### src/rtl/stream_mux.sv
// N-to-1 valid/ready stream multiplexer with a single registered output stage.
// Arbitration is either a fixed channel select or a round-robin search from a rotating pointer.
module stream_mux #(
  parameter int WIDTH = 8,
  parameter int N     = 4,
  parameter int SELW  = 2
) (
  input  logic                 clk,
  input  logic                 rst,
  input  logic [N*WIDTH-1:0]   in_data,
  input  logic [N-1:0]         in_valid,
  output logic [N-1:0]         in_ready,
  input  logic                 mode,
  input  logic [SELW-1:0]      select,
  output logic [WIDTH-1:0]     out_data,
  output logic                 out_valid,
  input  logic                 out_ready,
  output logic [SELW-1:0]      out_sel
);

  logic [WIDTH-1:0] out_data_q, out_data_d;
  logic [SELW-1:0]  out_sel_q, out_sel_d;
  logic             out_valid_q, out_valid_d;
  logic [SELW-1:0]  ptr_q, ptr_d;

  logic             load_en_s;
  logic             fix_found_s;
  logic             rr_found_s;
  logic [SELW-1:0]  rr_grant_s;
  logic [SELW:0]    cand_s;
  logic             grant_found_s;
  logic [SELW-1:0]  grant_s;
  logic [WIDTH-1:0] gdata_s;

  assign load_en_s = ~out_valid_q | out_ready;

  // fixed-select grant: out-of-range selects never grant
  always_comb begin
    fix_found_s = 1'b0;
    if ({1'b0, select} < (SELW+1)'(N)) begin
      fix_found_s = in_valid[select];
    end else begin
      fix_found_s = 1'b0;
    end
  end

  // round-robin grant: first valid channel at or above ptr, wrapping past N-1
  always_comb begin
    rr_found_s = 1'b0;
    rr_grant_s = '0;
    cand_s     = '0;
    for (int k = 0; k < N; k++) begin
      cand_s = {1'b0, ptr_q} + (SELW+1)'(k);
      if (cand_s >= (SELW+1)'(N)) begin
        cand_s = cand_s - (SELW+1)'(N);
      end else begin
        cand_s = cand_s;
      end
      if (!rr_found_s && (cand_s < (SELW+1)'(N)) && in_valid[cand_s[SELW-1:0]]) begin
        rr_found_s = 1'b1;
        rr_grant_s = cand_s[SELW-1:0];
      end else begin
        rr_found_s = rr_found_s;
      end
    end
  end

  // grant selection, granted data mux and per-channel ready
  always_comb begin
    if (mode) begin
      grant_found_s = rr_found_s;
      grant_s       = rr_grant_s;
    end else begin
      grant_found_s = fix_found_s;
      grant_s       = select;
    end
    gdata_s  = in_data[WIDTH-1:0];
    in_ready = '0;
    for (int i = 0; i < N; i++) begin
      gdata_s     = (grant_s == SELW'(i)) ? in_data[i*WIDTH +: WIDTH] : gdata_s;
      in_ready[i] = ~rst & load_en_s & grant_found_s & (grant_s == SELW'(i));
    end
  end

  // output register and pointer next state
  always_comb begin
    out_data_d  = out_data_q;
    out_sel_d   = out_sel_q;
    out_valid_d = out_valid_q;
    ptr_d       = ptr_q;
    if (load_en_s) begin
      if (grant_found_s) begin
        out_data_d  = gdata_s;
        out_sel_d   = grant_s;
        out_valid_d = 1'b1;
        if (mode) begin
          ptr_d = (grant_s == SELW'(N-1)) ? '0 : grant_s + SELW'(1);
        end else begin
          ptr_d = ptr_q;
        end
      end else begin
        out_valid_d = 1'b0;
      end
    end else begin
      out_valid_d = out_valid_q;
    end
  end

  // state registers
  always_ff @(posedge clk or posedge rst) begin
    if (rst) begin
      out_data_q  <= '0;
      out_sel_q   <= '0;
      out_valid_q <= 1'b0;
      ptr_q       <= '0;
    end else begin
      out_data_q  <= out_data_d;
      out_sel_q   <= out_sel_d;
      out_valid_q <= out_valid_d;
      ptr_q       <= ptr_d;
    end
  end

  assign out_data  = out_data_q;
  assign out_sel   = out_sel_q;
  assign out_valid = out_valid_q;

endmodule
### config.mk
export PLATFORM = sky130hd
export DESIGN_NAME = stream_mux
export DESIGN_NICKNAME = d
export VERILOG_FILES = /design/src/rtl/stream_mux.sv
export SDC_FILE = /design/constraint.sdc
export NUM_CORES = 1
export LEC_CHECK = 0
export ABC_AREA = 0
export BUFFER_PORTS_ARGS = -buffer_cell sky130_fd_sc_hd__buf_4
export CORE_ASPECT_RATIO = 1.25
export CORE_MARGIN = 10
export CORE_UTILIZATION = 46
export CTS_CLUSTER_DIAMETER = 120
export DETAILED_ROUTE_END_ITERATION = 8
export GPL_TIMING_DRIVEN = 0
export PLACE_DENSITY = 0.91
export SYNTH_ARGS = -nofsm -noshare
export SYNTH_HDL_FRONTEND = slang
export SYNTH_SLANG_ARGS = --single-unit
### constraint.sdc
create_clock -name clk -period 5.2 [get_ports clk]
set_input_delay 1.04 -clock clk [delete_from_list [all_inputs] [get_ports clk]]
set_output_delay 1.04 -clock clk [all_outputs]
set_load 0.02 [all_outputs]
==> impl_metrics.json, run 1 <==
{
  "ir_drop_mv": 0.2647,
  "initial_core_util_pct": 48.09,
  "yosys-top-cells-area": "dfrtp_1, mux2i_1, mux2_4",
  "die_w_um": 65.06,
  "required_ns": 4.16,
  "critical_path_buf_inv_count": 5,
  "ys_seq_area_share_pct": 27.87,
  "async_reset_ff_share_pct": 100.0,
  "dieArea_um2": 4965,
  "die_y_um": 76.32,
  "cap_viol_max_count": 0,
  "gr-total-overflow": 0,
  "top_layer": "met4",
  "wl_met1_um": 1476,
  "p_sw_uw": 403.5,
  "design_power_total_uw": 893.1,
  "synth-edff-count": 0,
  "finalMaxSlewViolations": 0,
  "yosys_most_used_dff": "dfrtp_1",
  "worst_slew_pin_slew_ns": 0.5871,
  "post-route-period-util_pct": 93.68,
  "crit_type": "reg2out",
  "cp_cell_sequence": "buf_6 > inv_1 > ha_1 > mux4_2 > o32ai_1 > a221oi_1 > a211oi_2 > ha_1 > clkbuf_1 > clkbuf_1 > and3_1 > buf_4",
  "startpoint_type": "flop",
  "setup_tns_ns": 0,
  "ys_ff_latch": 13,
  "via_per_inst": 5.264,
  "met2WireLength_um": 1593,
  "grt_pass1_wl_um": 5568,
  "core_um2": 2427,
  "cts.sinks": 13,
  "slew_headroom_pct": 60.86,
  "cts-htree-levels": 1,
  "yosys.cell_count.top_type": "dfrtp_1",
  "grt_max_degree": 18,
  "synth_commonest_cells": "dfrtp_1, mux2i_1, nor2_1",
  "clock_skew_ns": 0.004452,
  "postCtsSetupBuffers": 0,
  "synth_top_area_share_pct": 27.87,
  "postCtsHoldBufs": 0,
  "routedWlPerCell_um": 16.07,
  "seqPwrFrac_pct": 20.2,
  "fin_nets": 231,
  "track_usage_pct": 13.61,
  "yosys_warnings": 0,
  "cts_buffer_depth": 2,
  "ios": 57,
  "hold_viol_final": 0,
  "crit_family": "buffers and inverters",
  "root_buffer": "clkbuf_4",
  "routed-wl-met3_um": 334,
  "cp_data_arrival_time_ns": 3.83,
  "p_comb_share_pct": 72.9,
  "path_max_fanout": 10,
  "dr.pass1.iters": 4,
  "clkPwrFrac_pct": 6.8,
  "drt_iter0_drc": 77,
  "fmax_mhz": 205.3,
  "status": "completed",
  "wl_um": 3471,
  "ant_nets": 0,
  "clk_pin_slew_ns": 0.07,
  "first_global_vias": 1173,
  "drc": 0,
  "setup_violations": 0,
  "period_needed_ns": 4.871,
  "slowest_delay_ns": 0.59,
  "switching_share_pct": 45.18,
  "crit_slowest_cell": "mux4_2",
  "synth_nets": 170,
  "cts_tree": "done",
  "p_int_uw": 489.6,
  "yosysTopAreaCell": "dfrtp_1",
  "syn_inst": 123,
  "syn2layout_area_growth_pct": 42.23,
  "antenna_cells": 0,
  "post-dp-hpwl_um": 2953,
  "antenna_found_initial": 0,
  "syn-cell-area_um2": 1167,
  "rsz0062_at_grt": "no",
  "ys_types": 30,
  "drive_above_1_share_pct": 44.26,
  "p_per_area_nw_per_um2": 537.9,
  "hold_class": "reg2reg",
  "dr_total_vias": 1137,
  "power_leakage_nw": 0.8211,
  "insertion_delay_ns": 0.27,
  "end_kind": "output port",
  "io_buffers": 56,
  "synth_area_per_cell_um2": 9.491,
  "core.rowCount": 20,
  "numCtsBuffers": 3,
  "globalplace.congestion": 0.8988
}
==> power by group through the flow <==
stage                     clock network [mW]  logic [mW]  registers, mW
after floorplan                            0       0.412          0.229
after detailed placement                   0       0.648          0.184
after global placement                     0       0.623          0.179
after global routing                  0.0644       0.717          0.187
after CTS                             0.0623       0.651          0.181
final                                 0.0612       0.651          0.180
==> worst reg2reg max path: cells and delay by family, from the launching register on <==
| kind | cells | cell delay, ns |
|---|---|---|
| adder cells (fa/ha/maj) | 2 | 0.60 |
| AND/OR/NAND/NOR | 1 | 0.09 |
| AO/OA/AOI/OAI | 5 | 1.00 |
| buffers and inverters | 4 | 0.88 |
| flip-flops | 1 | 0.35 |
| multiplexers | 2 | 0.86 |
==> cell type report <==
cell class	count	area, um^2
fillers	190	767.0
plain buffers	7	41.29
multi-input cells	94	772.0
repair buffers	56	420.4
flip-flops and latches	13	325.3
well taps	33	41.29
inverters	9	33.78
clock buffers	4	26.28
==> flip-flops by register name (all words and copies together) (netlist names) <==
signal / cells
out_data: 8
out_sel: 2
out_valid: 1
ptr_q: 2
==> logic make-up (layout without fill, tap and decap cells) <==
group                    Yosys count  in the layout  synth area share [%]
multiplexers                      27             27                 30.55
buffers and inverters             16             76                 6.430
AO/OA/AOI/OAI                     28             28                 14.26
flip-flops                        13             13                 27.87
AND/OR/NAND/NOR                   33             33                 14.79
adder cells (fa/ha/maj)            5              5                 5.359
XOR/XNOR                           1              1                0.7504
==> per-layer routing <==
layer	up-vias	track usage, %
met2	57	22.83
met4	0	7.082
met3	4	3.971
li1	562	-
met1	514	14.87
met5	-	0
==> cell usage in the layout, fill, tap and decap left out <==
master      n
buf_1       1
o221a_2     1
and2_1      1
nor2_1     12
nor3b_2     1
mux4_2      4
inv_1       9
and3_1      4
clkbuf_4    3
or2_2       1
a221oi_1    1
o21ai_0    10
dfrtp_1    13
buf_4      56
nor4b_4     1
a22o_1      1
mux2i_1    12
o32ai_1     1
xnor2_1     1
o22ai_1     1
o2111ai_1   1
nand2_1    10
mux2_4      6
buf_6       2
mux2_2      5
ha_1        5
nand2b_1    1
a31oi_1     1
clkbuf_1    5
a211oi_2    1
a21oi_1    10
nor3_1      2
==> final timing paths <==
check,from,end,slack [ns],cells after the start
hold reg to reg,out_data[2],out_data[2],0.52,1
setup reg to reg,ptr_q[0],out_data[7],1.30,14
setup / recovery,ptr_q[0],in_ready[2],0.33,12
max in group asynchronous,rst,out_data[2],4.00,2
hold / removal,out_data[2],out_data[2],0.52,1
min in group asynchronous,rst,out_data[6],0.82,2
==> through the flow <==
stage / std cells / util (%) / cell area, um^2 / setup slack (ns) / hold slack [ns]
2_1_floorplan: 123 / - / 1167 / 0.9190 / 0.5517
3_3_place_gp: 212 / 67.11 / 1629 / 0.4202 / 0.4935
3_5_place_dp: 212 / 67.11 / 1629 / 0.3052 / 0.4971
4_1_cts: 216 / 68.20 / 1655 / 0.1672 / 0.5145
5_1_grt: 216 / 68.40 / 1660 / 0.03900 / 0.5316
6_report: 216 / 68.40 / 1660 / 0.3288 / 0.5165
==> what timing repair did <==
action	CTS	global route
gates resized for setup	0	1
setup endpoints to repair	0	2
hold endpoints to repair	0	0
Power figures use the tool's default switching activity.
==> run 2: changes to the inputs <==
Settings changed: BUFFER_PORTS_ARGS -buffer_cell sky130_fd_sc_hd__buf_4 to -buffer_cell sky130_fd_sc_hd__buf_2, TNS_END_PERCENT from default to 5.
==> run 2 against run 1 <==
Compared with the run above:
- largest cell class unchanged
- critical path type unchanged
- non-clock buffer count unchanged
- clock power decreased by 2%
- via count increased by 0.79%
- register-to-register slack improved by 0.11 ns
- global-route usage decreased by 1.6 points
- cell count unchanged
- highest routed layer unchanged
- sequential share of layout area increased by 1.8 points
==> impl_metrics.json, run 2 (synthesized netlist as in run 1, its figures left out) <==
{
  "layout_commonest_cell": "buf_2",
  "cts.sinks": 13,
  "cp_data_arrival_time_ns": 3.73,
  "setup_tns_ns": 0,
  "ios": 57,
  "crit_type": "reg2out",
  "required_ns": 4.16,
  "cts-htree-levels": 1,
  "hold_end": "out_sel[1]",
  "ir_drop_mv": 0.3719,
  "ant_nets": 0,
  "p_int_uw": 455.5,
  "r2r_end": "out_data[7]",
  "cap_viol_max_count": 0,
  "insertion_delay_ns": 0.27,
  "postCtsHoldBufs": 0,
  "die_y_um": 76.32,
  "hold_viol_final": 0,
  "initial_core_util_pct": 48.09,
  "gr-total-overflow": 0,
  "timing.final.ws_setup_ns": 0.4299,
  "startpoint": "ptr_q[0]",
  "clkPwrFrac_pct": 7.0,
  "fill_cells": 200,
  "dieArea_um2": 4965,
  "seqCellArea_um2": 325.3,
  "fmax_mhz": 209.6,
  "cts_tree": "done",
  "numCtsBuffers": 3,
  "fin_nets": 231,
  "holdPathStages": 1,
  "routedWlPerCell_um": 15.04,
  "largest_reg_flops": 8,
  "worst_slew_pin_slew_ns": 0.6031,
  "p_comb_share_pct": 71.9,
  "switching_share_pct": 46.49,
  "setup_violations": 0,
  "r2r_cells": 14,
  "dr_total_vias": 1146,
  "cts_buffer_depth": 2,
  "antenna_found_initial": 0,
  "p_sw_uw": 395.7,
  "period_needed_ns": 4.770,
  "hold_class": "reg2reg",
  "post-dp-hpwl_um": 2736,
  "seqPwrFrac_pct": 21.1,
  "first_global_vias": 1113,
  "clock_skew_ns": 0.0005985,
  "wl_um": 3249,
  "slew_headroom_pct": 59.79,
  "drc": 0,
  "startpoint_type": "flop",
  "finalMaxSlewViolations": 0,
  "multi_input_area_um2": 772.0,
  "rr_startpoint": "ptr_q[0]",
  "track_usage_pct": 12.05,
  "status": "completed",
  "antenna_cells": 0,
  "core.rowCount": 20,
  "grt_max_degree": 18,
  "globalplace.congestion": 0.9152,
  "power_leakage_nw": 0.7769,
  "drive_above_1_share_pct": 44.26,
  "syn2layout_area_growth_pct": 30.23,
  "p_per_area_nw_per_um2": 560.0,
  "drt_iter0_drc": 92,
  "rsz0062_at_grt": "no",
  "min_from": "out_sel[1]",
  "io_buffers": 56,
  "root_buffer": "clkbuf_4",
  "layout_common_cells": "buf_2, dfrtp_1, mux2i_1, nor2_1",
  "post-route-period-util_pct": 91.73,
  "end_kind": "output port",
  "core_um2": 2427,
  "dr.pass1.iters": 4,
  "path_max_fanout": 10,
  "grt_pass1_wl_um": 5023,
  "die_w_um": 65.06,
  "clk_pin_slew_ns": 0.07,
  "via_per_inst": 5.306,
  "place_ws_ns": 0.3876,
  "rrSetupSlack_ns": 1.41
}
==> run 2: cell counts in the layout (fill, tap and decap cells not counted) <==
Identical to the previous run, type by type.
==> run 2: worst max path at each step <==
stage | slack [ns] | cells past startpoint | end
after floorplan | 0.92 | 8 | in_ready[2]
after global placement | 0.36 | 10 | in_ready[2]
after detailed placement | 0.39 | 10 | in_ready[2]
after CTS | 0.25 | 12 | in_ready[2]
after global routing | 0.20 | 12 | in_ready[2]
final | 0.43 | 12 | in_ready[2]
==> run 2: layer usage <==
metal / part of all wire (%) / GRT usage, % / routed length, um
met5: 0 / 0 / 0
met3: 13 / 4.265 / 427
met4: 0.46 / 3.863 / 15
met1: 44 / 14.76 / 1430
met2: 42 / 18.97 / 1375
==> run 2: area by class of cell <==
cell class	count	area share, %
well taps	33	2.716
repair buffers	56	18.44
plain buffers	7	2.716
clock buffers	4	1.728
multi-input cells	94	50.78
inverters	9	2.222
flip-flops and latches	13	21.40
==> run 2: power by group through the flow <==
stage          clock network [mW]  logic [mW]  registers, mW
6_report                   0.0598       0.612          0.179
5_1_grt                    0.0652       0.674          0.185
4_1_cts                    0.0614       0.610          0.178
3_5_place_dp                    0       0.607          0.180
3_3_place_gp                    0       0.598          0.177
2_1_floorplan                   0       0.412          0.229
==> run 2: repair_timing <==
item,CTS,global route
setup endpoints to repair,0,1
resized for setup,0,1
setup buffers,0,0
==> run 2: metrics by stage <==
| stage | power (mW) | hold WS [ns] | utilization [%] | cells | area (um^2) |
|---|---|---|---|---|---|
| after global routing | 0.9247 | 0.5368 | 62.63 | 216 | 1520 |
| after global placement | 0.7746 | 0.4852 | 61.34 | 212 | 1489 |
| after detailed placement | 0.7866 | 0.4892 | 61.34 | 212 | 1489 |
| final | 0.8513 | 0.5053 | 62.63 | 216 | 1520 |
| after CTS | 0.8497 | 0.5078 | 62.42 | 216 | 1515 |
| after floorplan | 0.6411 | 0.5517 | - | 123 | 1167 |
==> run 2: worst max-delay path: stages, from the launching register on <==
cell and delay, ns:
dfrtp_1 0.35, buf_6 0.15, inv_1 0.09, ha_1 0.38, mux4_2 0.59, o32ai_1 0.24
a221oi_1 0.14, a211oi_2 0.29, ha_1 0.21, clkbuf_1 0.28, clkbuf_1 0.37, and3_1 0.22
buf_2 0.16
==> run 3: changes to the inputs <==
Settings changed: RECOVER_POWER from default to 50.
==> run 3 against run 2 <==
Compared with the run above:
- non-clock buffer count unchanged
- hold slack better by 0.0056 ns
- clock skew about the same
- first-iteration DRC count down 12%
- cell area down 0.58%
- cell count unchanged
- power down 0.69%
- sequential power about the same
- critical path type unchanged
- largest cell class unchanged
- highest routed layer unchanged
==> impl_metrics.json, run 3 (synthesized netlist as in run 1, its figures left out) <==
{
  "dr.pass1.iters": 4,
  "drt_iter0_drc": 81,
  "fin_nets": 231,
  "p_per_area_nw_per_um2": 559.3,
  "cts_tree": "done",
  "timing.final.ws_setup_ns": 0.4254,
  "rrSetupSlack_ns": 1.40,
  "hold_class": "reg2reg",
  "startpoint_type": "flop",
  "end_kind": "output port",
  "path_max_fanout": 10,
  "core.rowCount": 20,
  "hold_end": "out_sel[1]",
  "clk_pin_slew_ns": 0.07,
  "post-dp-hpwl_um": 2736,
  "dieArea_um2": 4965,
  "period_needed_ns": 4.775,
  "rr_startpoint": "ptr_q[0]",
  "worst_slew_pin_slew_ns": 0.6038,
  "crit_type": "reg2out",
  "post-route-period-util_pct": 91.82,
  "setup_tns_ns": 0,
  "numCtsBuffers": 3,
  "cp_data_arrival_time_ns": 3.73,
  "min_from": "out_sel[1]",
  "dr_total_vias": 1141,
  "finalMaxSlewViolations": 0,
  "setup_violations": 0,
  "routedWlPerCell_um": 15.06,
  "fmax_mhz": 209.4,
  "clock_skew_ns": 0.0005979,
  "gr-total-overflow": 0,
  "cts_buffer_depth": 2,
  "drc": 0,
  "io_buffers": 56,
  "largest_reg_flops": 8,
  "crit_slowest_cell": "mux4_2",
  "cap_viol_max_count": 0,
  "cts-htree-levels": 1,
  "root_buffer": "clkbuf_4",
  "fill_cells": 206,
  "ant_nets": 0,
  "rsz0062_at_grt": "no",
  "first_global_vias": 1113,
  "insertion_delay_ns": 0.27,
  "holdPathStages": 1,
  "status": "completed",
  "hold_ws_ns": 0.5109,
  "grt_pass1_wl_um": 5023,
  "via_per_inst": 5.282,
  "r2r_cells": 14,
  "grt_max_degree": 18,
  "required_ns": 4.16,
  "ios": 57,
  "r2r_end": "out_data[7]",
  "layout_commonest_cell": "buf_2",
  "die_y_um": 76.32,
  "slew_headroom_pct": 59.75,
  "globalplace.congestion": 0.9152,
  "postCtsHoldBufs": 0,
  "layout_common_cells": "buf_2, dfrtp_1, mux2i_1, nor2_1, clkbuf_1",
  "track_usage_pct": 12.05,
  "drive_above_1_share_pct": 40.44,
  "die_w_um": 65.06,
  "initial_core_util_pct": 48.09,
  "slowest_delay_ns": 0.59,
  "wl_um": 3252,
  "place_ws_ns": 0.3876,
  "power_leakage_nw": 0.7573,
  "hold_viol_final": 0,
  "cp_cell_sequence": "buf_6 > inv_1 > ha_1 > mux4_2 > o32ai_1 > a221oi_1 > a211oi_2 > ha_1 > clkbuf_1 > clkbuf_1 > and3_1 > buf_2",
  "core_um2": 2427,
  "antenna_found_initial": 0,
  "syn2layout_area_growth_pct": 29.47,
  "antenna_cells": 0,
  "postCtsSetupBuffers": 0,
  "ir_drop_mv": 0.3718,
  "cts.sinks": 13
}
run 3: cell count changes in the layout (fill, tap and decap cells not counted), sizes merged:
cell,before,now
clkbuf,8,15
buf,59,52
run 3: power by group:
part | switching, mW | total, mW | leakage (nW) | internal [mW]
Clock | 0.0301 | 0.0598 | 0.0150 | 0.0297
Combinational | 0.338 | 0.605 | 0.589 | 0.267
Sequential | 0.0290 | 0.180 | 0.153 | 0.151
run 3: layout make-up:
type	instances	area (um^2)	area share [%]
Buffer	7	41.29	2.732
Clock buffer	4	26.28	1.738
Inverter	9	33.78	2.235
Multi-Input combinational cell	94	772.0	51.08
Sequential cell	13	325.3	21.52
Tap cell	33	41.29	2.732
Timing Repair Buffer	56	271.5	17.96
run 3: worst max-delay path: cells and delay by family (launching register included):
| kind | cells | cell delay [ns] |
|---|---|---|
| buffers and inverters | 5 | 1.05 |
| AOI/OAI and AO/OA | 3 | 0.67 |
| DFF | 1 | 0.35 |
| adders and majority gates | 2 | 0.59 |
| muxes | 1 | 0.59 |
| and+or+nand+nor | 1 | 0.22 |
run 3: through the flow:
stage	power, mW	cells	utilization, %	cell area, um^2
final	0.8454	216	62.27	1511
after global routing	0.9191	216	62.27	1511
after CTS	0.8497	216	62.42	1515
after detailed placement	0.7866	212	61.34	1489
after global placement	0.7746	212	61.34	1489
after floorplan	0.6411	123	-	1167
run 3: timing repair:
item                                    CTS  global route
gates resized for setup                   0             1
hold endpoints to repair                  0             0
endpoints found under the setup margin    0             1
run 3: metal layers:
layer / global-route usage [%] / wire, um / vias to the layer above
met5: 0 / 0 / -
met4: 3.863 / 15 / 0
met3: 4.265 / 409 / 2
met2: 18.97 / 1374 / 61
met1: 14.76 / 1452 / 516
li1: - / - / 562
run 3: how the worst max path moves through the flow:
stage                     start          end  slack [ns]  depth (start not counted)
floorplan           in_valid[0]  in_ready[2]        0.92                          8
global placement    in_valid[0]  in_ready[2]        0.36                         10
detailed placement  in_valid[0]  in_ready[2]        0.39                         10
CTS                    ptr_q[0]  in_ready[2]        0.25                         12
global route           ptr_q[0]  in_ready[2]        0.20                         12
finish                 ptr_q[0]  in_ready[2]        0.43                         12
